[config.mk]
export PLATFORM = sky130hd
export DESIGN_NAME = cpu_memory_responder_flat
export DESIGN_NICKNAME = d
export VERILOG_FILES = /design/src/rtl/cpu_memory_responder_if.sv /design/src/rtl/cpu_memory_responder.sv /design/src/flat_wrapper.sv
export SDC_FILE = /design/constraint.sdc
export NUM_CORES = 1
export LEC_CHECK = 0
export ABC_CLOCK_PERIOD_IN_PS = 1900
export CAP_MARGIN = 25
export CORE_UTILIZATION = 42
export DETAILED_ROUTE_END_ITERATION = 7
export HOLD_SLACK_MARGIN = 0.05
export PLACE_DENSITY = 0.83
export SLEW_MARGIN = 20
export SYNTH_ARGS = -nofsm -noshare
export SYNTH_HDL_FRONTEND = slang
export SYNTH_SLANG_ARGS = --single-unit
[constraint.sdc]
create_clock -name clk -period 1.9 [get_ports clk]
set_input_delay 0.475 -clock clk [delete_from_list [all_inputs] [get_ports clk]]
set_output_delay 0.475 -clock clk [all_outputs]
set_load 0.1 [all_outputs]
[src/rtl/cpu_memory_responder_if.sv]
`default_nettype none
// ============================================================================
// Module      : cpu_memory_responder_if
// Description : Groups the CPU-side request/response signals and the external
//               memory-port handshake used by cpu_memory_responder.
//               'slave' is the responder's view; 'master' is the view of the
//               agent that drives the CPU requests and answers the memory port.
// Revision    : 1.0 - initial release
// ============================================================================
interface cpu_memory_responder_if;

  // CPU side
  logic [7:0]  cpu_addr_low;
  logic [7:0]  cpu_addr_high;
  logic [7:0]  cpu_data_write;
  logic        cpu_rw;
  logic        cpu_valid;
  logic [7:0]  cpu_data_read;
  logic        cpu_ready;
  logic        access_done;

  // External memory port
  logic [15:0] mem_addr;
  logic [7:0]  mem_wdata;
  logic        mem_we;
  logic        mem_cyc;
  logic        mem_ack;
  logic [7:0]  mem_rdata;

  // Error reporting
  logic        bus_error;
  logic        err_clear;

  modport slave (
    input  cpu_addr_low,
    input  cpu_addr_high,
    input  cpu_data_write,
    input  cpu_rw,
    input  cpu_valid,
    output cpu_data_read,
    output cpu_ready,
    output access_done,
    output mem_addr,
    output mem_wdata,
    output mem_we,
    output mem_cyc,
    input  mem_ack,
    input  mem_rdata,
    output bus_error,
    input  err_clear
  );

  modport master (
    output cpu_addr_low,
    output cpu_addr_high,
    output cpu_data_write,
    output cpu_rw,
    output cpu_valid,
    input  cpu_data_read,
    input  cpu_ready,
    input  access_done,
    input  mem_addr,
    input  mem_wdata,
    input  mem_we,
    input  mem_cyc,
    output mem_ack,
    output mem_rdata,
    input  bus_error,
    output err_clear
  );

endinterface
`default_nettype wire

[src/rtl/cpu_memory_responder.sv]
`default_nettype none
// ============================================================================
// Module      : cpu_memory_responder
// Description : Bridges each CPU access onto an external memory port with an
//               ack handshake, stalling the CPU via cpu_ready until the access
//               completes. Writes into the ROM window are dropped locally.
//               Accesses that never see an ack are aborted after WAIT_TIMEOUT
//               cycles, returning OPEN_BUS_VALUE on reads and raising a sticky
//               bus_error flag.
// Revision    : 1.0 - initial release
// ============================================================================
module cpu_memory_responder #(
  parameter int unsigned WAIT_TIMEOUT   = 15,     // legal range 1..255
  parameter logic [7:0]  OPEN_BUS_VALUE = 8'hFF,
  parameter logic [7:0]  ROM_BASE_HIGH  = 8'hF0
) (
  input  logic                 clk,
  input  logic                 rst,
  cpu_memory_responder_if.slave bus
);

  // Last value the wait timer reaches before the cycle is aborted.
  localparam logic [7:0] c_timer_last = 8'(WAIT_TIMEOUT - 1);

  typedef enum logic [0:0] {
    ST_IDLE = 1'b0,
    ST_BUS  = 1'b1
  } state_t;

  // --------------------------------------------------------------------------
  // State and registered outputs
  // --------------------------------------------------------------------------
  state_t       state_q,         state_d;
  logic [7:0]   timer_q,         timer_d;
  logic         cpu_ready_q,     cpu_ready_d;
  logic [7:0]   cpu_data_read_q, cpu_data_read_d;
  logic         access_done_q,   access_done_d;
  logic [15:0]  mem_addr_q,      mem_addr_d;
  logic [7:0]   mem_wdata_q,     mem_wdata_d;
  logic         mem_we_q,        mem_we_d;
  logic         mem_cyc_q,       mem_cyc_d;
  logic         bus_error_q,     bus_error_d;

  // A write whose high address byte falls in the ROM window never reaches
  // the memory port; it is acknowledged locally on the next cycle.
  logic w_protected_write;
  assign w_protected_write = !bus.cpu_rw && (bus.cpu_addr_high >= ROM_BASE_HIGH);

  // The external cycle ends on ack, or on the last permitted wait cycle.
  logic w_timeout;
  assign w_timeout = !bus.mem_ack && (timer_q == c_timer_last);

  // Next-state and output computation for the IDLE/BUS controller.
  always_comb begin
    state_d         = state_q;
    timer_d         = timer_q;
    cpu_ready_d     = cpu_ready_q;
    cpu_data_read_d = cpu_data_read_q;
    access_done_d   = 1'b0;
    mem_addr_d      = mem_addr_q;
    mem_wdata_d     = mem_wdata_q;
    mem_we_d        = mem_we_q;
    mem_cyc_d       = mem_cyc_q;
    bus_error_d     = bus_error_q;

    // Clear is evaluated first so that a timeout on the same edge overrides it.
    if (bus.err_clear) begin
      bus_error_d = 1'b0;
    end

    case (state_q)
      ST_IDLE: begin
        if (bus.cpu_valid) begin
          if (w_protected_write) begin
            access_done_d = 1'b1;
          end else begin
            mem_addr_d  = {bus.cpu_addr_high, bus.cpu_addr_low};
            mem_wdata_d = bus.cpu_data_write;
            mem_we_d    = !bus.cpu_rw;
            mem_cyc_d   = 1'b1;
            cpu_ready_d = 1'b0;
            timer_d     = 8'd0;
            state_d     = ST_BUS;
          end
        end
      end

      ST_BUS: begin
        if (bus.mem_ack || w_timeout) begin
          // mem_we_q still describes the access in flight; writes never
          // touch the read-data register, even when aborted.
          if (!mem_we_q) begin
            cpu_data_read_d = bus.mem_ack ? bus.mem_rdata : OPEN_BUS_VALUE;
          end
          if (w_timeout) begin
            bus_error_d = 1'b1;
          end
          mem_cyc_d     = 1'b0;
          mem_we_d      = 1'b0;
          cpu_ready_d   = 1'b1;
          access_done_d = 1'b1;
          state_d       = ST_IDLE;
        end else begin
          timer_d = timer_q + 8'd1;
        end
      end

      default: begin
        state_d = ST_IDLE;
      end
    endcase
  end

  // Register update; reset abandons any in-flight access without a done pulse.
  always_ff @(posedge clk) begin
    if (rst) begin
      state_q         <= ST_IDLE;
      timer_q         <= 8'd0;
      cpu_ready_q     <= 1'b1;
      cpu_data_read_q <= 8'h00;
      access_done_q   <= 1'b0;
      mem_addr_q      <= 16'h0000;
      mem_wdata_q     <= 8'h00;
      mem_we_q        <= 1'b0;
      mem_cyc_q       <= 1'b0;
      bus_error_q     <= 1'b0;
    end else begin
      state_q         <= state_d;
      timer_q         <= timer_d;
      cpu_ready_q     <= cpu_ready_d;
      cpu_data_read_q <= cpu_data_read_d;
      access_done_q   <= access_done_d;
      mem_addr_q      <= mem_addr_d;
      mem_wdata_q     <= mem_wdata_d;
      mem_we_q        <= mem_we_d;
      mem_cyc_q       <= mem_cyc_d;
      bus_error_q     <= bus_error_d;
    end
  end

  // --------------------------------------------------------------------------
  // Output drive (all outputs come straight from registers)
  // --------------------------------------------------------------------------
  assign bus.cpu_ready     = cpu_ready_q;
  assign bus.cpu_data_read = cpu_data_read_q;
  assign bus.access_done   = access_done_q;
  assign bus.mem_addr      = mem_addr_q;
  assign bus.mem_wdata     = mem_wdata_q;
  assign bus.mem_we        = mem_we_q;
  assign bus.mem_cyc       = mem_cyc_q;
  assign bus.bus_error     = bus_error_q;

endmodule
`default_nettype wire

[src/flat_wrapper.sv]
// flat-port wrapper written by rule: the top's interface ports become plain ports
module cpu_memory_responder_flat 
#(
  parameter int unsigned WAIT_TIMEOUT   = 15,                          
  parameter logic [7:0]  OPEN_BUS_VALUE = 8'hFF,
  parameter logic [7:0]  ROM_BASE_HIGH  = 8'hF0
)
  (clk, rst, bus_cpu_addr_low, bus_cpu_addr_high, bus_cpu_data_write, bus_cpu_rw, bus_cpu_valid, bus_cpu_data_read, bus_cpu_ready, bus_access_done, bus_mem_addr, bus_mem_wdata, bus_mem_we, bus_mem_cyc, bus_mem_ack, bus_mem_rdata, bus_bus_error, bus_err_clear);
  cpu_memory_responder_if bus_i ();
  input  logic clk;
  input  logic rst;
  input wire logic [$bits(bus_i.cpu_addr_low)-1:0] bus_cpu_addr_low;
  input wire logic [$bits(bus_i.cpu_addr_high)-1:0] bus_cpu_addr_high;
  input wire logic [$bits(bus_i.cpu_data_write)-1:0] bus_cpu_data_write;
  input wire logic [$bits(bus_i.cpu_rw)-1:0] bus_cpu_rw;
  input wire logic [$bits(bus_i.cpu_valid)-1:0] bus_cpu_valid;
  output wire logic [$bits(bus_i.cpu_data_read)-1:0] bus_cpu_data_read;
  output wire logic [$bits(bus_i.cpu_ready)-1:0] bus_cpu_ready;
  output wire logic [$bits(bus_i.access_done)-1:0] bus_access_done;
  output wire logic [$bits(bus_i.mem_addr)-1:0] bus_mem_addr;
  output wire logic [$bits(bus_i.mem_wdata)-1:0] bus_mem_wdata;
  output wire logic [$bits(bus_i.mem_we)-1:0] bus_mem_we;
  output wire logic [$bits(bus_i.mem_cyc)-1:0] bus_mem_cyc;
  input wire logic [$bits(bus_i.mem_ack)-1:0] bus_mem_ack;
  input wire logic [$bits(bus_i.mem_rdata)-1:0] bus_mem_rdata;
  output wire logic [$bits(bus_i.bus_error)-1:0] bus_bus_error;
  input wire logic [$bits(bus_i.err_clear)-1:0] bus_err_clear;
  assign bus_i.cpu_addr_low = bus_cpu_addr_low;
  assign bus_i.cpu_addr_high = bus_cpu_addr_high;
  assign bus_i.cpu_data_write = bus_cpu_data_write;
  assign bus_i.cpu_rw = bus_cpu_rw;
  assign bus_i.cpu_valid = bus_cpu_valid;
  assign bus_cpu_data_read = bus_i.cpu_data_read;
  assign bus_cpu_ready = bus_i.cpu_ready;
  assign bus_access_done = bus_i.access_done;
  assign bus_mem_addr = bus_i.mem_addr;
  assign bus_mem_wdata = bus_i.mem_wdata;
  assign bus_mem_we = bus_i.mem_we;
  assign bus_mem_cyc = bus_i.mem_cyc;
  assign bus_i.mem_ack = bus_mem_ack;
  assign bus_i.mem_rdata = bus_mem_rdata;
  assign bus_bus_error = bus_i.bus_error;
  assign bus_i.err_clear = bus_err_clear;
  cpu_memory_responder #(.WAIT_TIMEOUT(WAIT_TIMEOUT), .OPEN_BUS_VALUE(OPEN_BUS_VALUE), .ROM_BASE_HIGH(ROM_BASE_HIGH)) u_core (.clk(clk), .rst(rst), .bus(bus_i));
endmodule
==> results.py, run 1 <==
metrics = {
    "outcome": {
        "status": "completed",
    },
    "clock_network": {
        "path_clk_slew_ns": 0.09,
        "postCtsHoldBufs": 0,
        "cts-htree-levels": 2,
        "ctsResizeCount": 0,
        "clockBufferDepth": 2,
        "cts_post_setup_buffers_inserted": 0,
        "cts_sinks": 46,
        "numCtsBuffers": 5,
        "cts_tree": "built",
        "worstSkewPairLatency_ns": 0.32,
        "root_buffer": "clkbuf_8",
    },
    "drt": {
        "wirelength_microns": 5390,
        "first_pass_iters": 4,
        "drc_errors": 0,
        "highest_layer": "met4",
        "ant_nets": 0,
        "vias": 1873,
        "met2WireLength_microns": 2930,
        "wl_met1_microns": 2040,
        "via_per_inst": 5.38,
        "wire_per_inst_microns": 15.5,
        "wl_met3_microns": 307,
        "drtIter0Drc": 84,
    },
    "logic_synthesis": {
        "synth_common_cells": "nand2_1 (57), dfxtp_1 (46), a21oi_1 (30)",
        "yosysTopAreaCell": "dfxtp_1",
        "seq_area_frac_synth_pct": 49.8,
        "synthTopCellsByArea": "dfxtp_1 (50%), nand2_1 (12%), a21oi_1 (8.1%)",
        "ys_ff_latch": 46,
        "ys_warn_count": 0,
        "netlist-cell-type-count": 35,
        "synth-xor-area-share_pct": 0.473,
        "yosysMostFrequentCell": "nand2_1",
        "synth.avg_cell_area_sq_um": 8.69,
        "yosys.area_share.simple_pct": 23.7,
        "syn-cell-area_sq_um": 1850,
        "synth_edf_count": 0,
        "synth-async-reset-ratio_pct": 0,
        "synth_top_family_by_area": "simple AND/OR/NAND/NOR gates",
        "syn_inst": 213,
        "synth_compound_gate_area_share_pct": 18.7,
        "synthAdderAreaFrac_pct": 1.35,
        "synth_top_area_share_pct": 49.8,
        "synth_flop_cell": "dfxtp_1",
        "synth_nets": 253,
        "synth.area.mux_share_pct": 2.16,
    },
    "timing": {
        "hold_viol": 0,
        "finalSetupTns_ns": 0,
        "worst_pin_slew_ns": 0.341,
        "grt_setup_unrepaired": "no",
        "setup_viol": 0,
        "finalCritPeriodShare_pct": 94.1,
        "finClkSkew_ns": 0.0135,
        "max_freq_ghz": 0.559,
        "min_period_ns": 1.79,
        "drv_slew": 0,
        "relSlewSlack_pct": 77.1,
    },
    "pwr": {
        "comb_power_share_pct": 29.3,
        "powerDensity_nw_per_um2": 855,
        "p_total_uw": 2750,
        "intPower_uw": 1860,
        "switching_share_pct": 32.4,
        "p_sw_uw": 892,
        "power_leakage_uw": 0.00125,
        "peakVddDrop_mv": 0.652,
        "seq_power_share_pct": 39.0,
        "pwr-share-clk_pct": 31.8,
    },
    "placed_design": {
        "place_congestion": 0.844,
        "hpwlAfterDp_microns": 3870,
        "portBuffers": 74,
    },
    "setup_path": {
        "crit_buf_inv": 2,
        "crit_family": "buffers and inverters",
        "critPathMaxFanout": 12,
        "cp_cell_sequence": "clkdlybuf4s50_1 -> nor2b_1 -> o21a_1 -> buf_4 -> nand2_1 -> a21oi_1",
        "crit_slowest_cell": "clkdlybuf4s50_1",
        "arrival_ns": 2.02,
        "worstSetupPathType": "input pin to register",
        "cp.required_ns": 2.13,
        "startpoint_type": "input pin",
        "slowest_delay_ns": 0.46,
        "end_kind": "register",
    },
    "floorplanning": {
        "fp.coreArea_sq_um": 4120,
        "die_width_microns": 68.4,
        "die-area_sq_um": 4680,
        "io_pins": 75,
        "rows": 23,
        "start_util_pct": 45.0,
        "fp.dieH_microns": 68.4,
    },
    "finish": {
        "num_antenna_cells": 0,
        "nets": 337,
        "drive_gt1_share_pct": 25.2,
        "area_delta_synth_final_pct": 73.9,
    },
    "min_path": {
        "hold_class": "register to register",
    },
    "grt": {
        "grt_pass1_vias": 1853,
        "grt_pass1_wl_microns": 8330,
        "grt_max_degree": 25,
        "grt_use_total_pct": 24.7,
        "antenna_found_initial": 0,
        "gr-total-overflow": 0,
    },
    "job": {
        "maxCapViolCount": 0,
    },
}
-- registers in the layout (all words and copies together) (netlist names) --
name / cells
u_core.timer_q: 8
u_core.bus.bus_error: 1
u_core.bus.mem_wdata: 8
u_core.bus.cpu_ready: 1
u_core.bus.cpu_data_read: 8
u_core.bus.mem_addr: 16
u_core.bus.access_done: 1
u_core.state_q: 1
u_core.bus.mem_cyc: 1
u_core.bus.mem_we: 1
-- power groups by stage --
stage | sequential, uW | combinational, uW | clock (uW)
final | 1070 | 804 | 874
after global routing | 1080 | 835 | 923
after CTS | 1070 | 808 | 878
after detailed placement | 1090 | 802 | 0
after global placement | 1090 | 789 | 0
after floorplan | 1410 | 124 | 0
-- layer usage --
layer  track usage, %  up-vias
li1                 -      895
met2             44.1       61
met3             6.00       10
met5                0        -
met1             27.2      907
met4             11.5        0
-- cell families after synthesis --
| family | count (synthesis) |
|---|---|
| adder cells (fa/ha/maj) | 2 |
| AO/OA/AOI/OAI | 53 |
| XOR/XNOR | 1 |
| AND/OR/NAND/NOR | 92 |
| multiplexers | 4 |
| flip-flops | 46 |
| buffers and inverters | 15 |
-- through the flow --
step	utilization, %	setup WS [ns]	hold slack (ns)	area, sq um	std cells
floorplan	-	0.243	0.452	1850	213
global placement	74.9	-0.0261	0.469	3080	340
detailed placement	74.9	-0.174	0.484	3080	340
CTS	78.2	0.141	0.497	3220	348
global route	78.2	0.0207	0.523	3220	348
finish	78.2	0.112	0.491	3220	348
-- final timing paths --
path                            cells after the start  slack [ns]                           to               from
worst min register to register                      2        0.49            u_core.timer_q[3]  u_core.timer_q[3]
worst max-delay path                                6        0.11      u_core.bus.mem_addr[14]      bus_cpu_valid
worst min-delay path                                2        0.49            u_core.timer_q[3]  u_core.timer_q[3]
worst max register to register                      4        0.28  u_core.bus.cpu_data_read[7]  u_core.timer_q[4]
-- layout make-up --
cell class	instances	area, sq um
multi-input cells	152	862
repair buffers	89	1220
well taps	50	62.6
flip-flops and latches	46	921
clock buffers	5	68.8
clock inverters	3	68.8
inverters	3	11.3
fillers	258	897
-- placed cells by master, fill, tap and decap left out, drive strengths merged, types with 2 or more instances in the layout --
cell	count
nand2	57
buf	52
dfxtp	46
clkdlybuf4s50	37
a21oi	30
nor2b	9
o22a	8
nand2b	6
nand3	5
clkbuf	5
mux2i	4
inv	3
nor3	3
a31o	3
nor2	3
o21ai	3
nand3b	2
nand4	2
o31ai	2
ha	2
bufinv	2
nor4	2
-- tightest hold or removal path: cells and delay by family (launching register included) --
| family | cells | cell delay [ns] |
|---|---|---|
| and+or+nand+nor | 1 | 0.06 |
| muxes | 1 | 0.05 |
| DFF | 1 | 0.34 |
Note: power is estimated with default switching activity, not from simulation.
==> run 2, diff against run 1 <==
- ABC_CLOCK_PERIOD_IN_PS: 1900 -> 1500
- CORE_UTILIZATION: 42 -> 38
- PLACE_DENSITY: 0.83 -> 0.75
- clock period: 1.9 -> 1.5 ns (I/O delays scaled with it)
==> run 2 against run 1 <==
  * Global-route usage down 4.0 points
  * Critical path depth unchanged
  * Die area up 10%
  * Via count up 0.59%
  * Final cell count up 6.0%
  * Final area up 7.8%
  * Sequential share of layout area down 1.9 points
  * Critical path type unchanged
  * Largest power group unchanged
==> results.py, run 2 (synthesis gave the netlist of run 1 again) <==
metrics = {
    "outcome": {
        "status": "completed",
    },
    "setup_path": {
        "end_kind": "register",
        "r2r_setup_slack_ns": 0.04,
        "critPathMaxFanout": 5,
        "startpoint_type": "input pin",
        "arrival_ns": 1.71,
        "worstSetupPathType": "input pin to register",
        "cp.required_ns": 1.74,
    },
    "pwr": {
        "peakVddDrop_mv": 0.734,
        "p_total_uw": 3360,
        "comb_power_share_pct": 32.7,
        "intPower_uw": 2230,
        "switching_share_pct": 33.4,
        "pwr-share-clk_pct": 26.9,
        "power_leakage_uw": 0.00139,
        "seq_power_share_pct": 40.4,
        "p_sw_uw": 1120,
        "powerDensity_nw_per_um2": 967,
    },
    "timing": {
        "grt_setup_unrepaired": "yes",
        "max_freq_ghz": 0.677,
        "min_period_ns": 1.48,
        "relSlewSlack_pct": 77.6,
        "drv_slew": 0,
        "hold_viol": 0,
        "finClkSkew_ns": 0.00519,
        "worst_pin_slew_ns": 0.334,
        "setup_viol": 0,
        "finalCritPeriodShare_pct": 98.4,
    },
    "floorplanning": {
        "start_util_pct": 39.4,
        "fp.coreArea_sq_um": 4690,
        "rows": 25,
        "die_width_microns": 71.8,
        "io_pins": 75,
        "die-area_sq_um": 5150,
        "fp.dieH_microns": 71.8,
    },
    "grt": {
        "grt_use_total_pct": 20.7,
        "antenna_found_initial": 0,
        "gr-total-overflow": 0,
        "grt_pass1_wl_microns": 8320,
        "grt_max_degree": 24,
        "grt_pass1_vias": 1845,
    },
    "clock_network": {
        "worstSkewPairLatency_ns": 0.30,
        "numCtsBuffers": 5,
        "cts_sinks": 46,
        "root_buffer": "clkbuf_8",
        "clockBufferDepth": 2,
        "path_clk_slew_ns": 0.08,
        "cts-htree-levels": 2,
        "cts_tree": "built",
        "postCtsHoldBufs": 0,
    },
    "drt": {
        "wirelength_microns": 5670,
        "first_pass_iters": 6,
        "ant_nets": 0,
        "wire_per_inst_microns": 15.4,
        "drc_errors": 0,
        "via_per_inst": 5.11,
        "vias": 1884,
        "drtIter0Drc": 86,
    },
    "finish": {
        "drive_gt1_share_pct": 33.1,
        "mostFrequentLayoutCells": "nand2_1 (57), dfxtp_1 (44), buf_12 (38)",
        "finish.utilization_pct": 73.9,
        "largest_reg_flops": 16,
        "nets": 353,
        "final_common_cell": "nand2_1",
        "area_delta_synth_final_pct": 87.5,
    },
    "min_path": {
        "hold_class": "input pin to register",
    },
    "placed_design": {
        "hpwlAfterDp_microns": 3780,
        "place_congestion": 0.781,
        "portBuffers": 74,
    },
    "job": {
        "maxCapViolCount": 0,
    },
}
==> run 2: cell count changes in the layout (fill, tap and decap cells not counted), sizes merged, moves of 2 or more <==
| cell | delta |
|---|---|
| buf | +16 |
| clkdlybuf4s50 | -4 |
| dlymetal6s2s | +3 |
| clkbuf | +2 |
==> run 2: worst paths after layout <==
kind / start / end / cells past startpoint
setup / recovery: rst / u_core.timer_q[4] / 6
setup reg to reg: u_core.timer_q[7] / u_core.timer_q[0] / 6
hold / removal: bus_cpu_addr_high[5] / u_core.bus.mem_addr[13] / 3
hold reg to reg: u_core.bus.cpu_ready / u_core.bus.cpu_ready / 2
==> run 2: repair_timing <==
action	CTS	global route
pin swaps	1	17
endpoints found under the hold margin	0	0
setup buffers	0	1
endpoints found under the setup margin	35	43
cloned	1	1
resized for setup	10	29
==> run 2: area by class of cell <==
type                       count  area (sq um)
antenna                        1          2.50
clock buffer                   7          76.3
clock inverter                 1          30.0
fill                         334          1220
inverter                       3          11.3
multi-input combinational    152           962
sequential                    46           926
tap                           54          67.6
timing repair buffer         105          1390
==> run 2: critical path, stage by stage <==
cell and delay, ns:
clkdlybuf4s50_1 0.46, or3b_4 0.41, o22ai_4 0.15, buf_6 0.14
nand2b_1 0.05, mux2i_1 0.12
==> run 2: layer usage <==
layer	global-route usage, %	vias to the layer above	part of all wire, %
li1	-	927	-
met1	23.7	894	41
met2	36.5	52	54
met3	5.20	11	3.5
met4	8.93	0	1.9
met5	0	-	0
==> run 2: power groups by stage <==
stage / sequential (uW) / clock, uW / combinational [uW]
after global placement: 1380 / 0 / 1030
after detailed placement: 1380 / 0 / 1040
after floorplan: 1790 / 0 / 157
after global routing: 1360 / 963 / 1140
final: 1350 / 904 / 1100
after CTS: 1350 / 922 / 1060
==> run 2: through the flow <==
| step | setup slack [ns] | area, sq um | TNS [ns] | std cells | hold slack (ns) |
|---|---|---|---|---|---|
| after global placement | -0.336 | 3200 | -12.24 | 357 | 0.470 |
| final | 0.0235 | 3470 | 0 | 369 | 0.419 |
| after detailed placement | -0.379 | 3200 | -13.41 | 357 | 0.476 |
| after CTS | -0.00375 | 3340 | -0.00375 | 366 | 0.486 |
| after global routing | -0.0524 | 3470 | -0.125 | 368 | 0.434 |
| after floorplan | 0.0297 | 1850 | 0 | 213 | 0.452 |
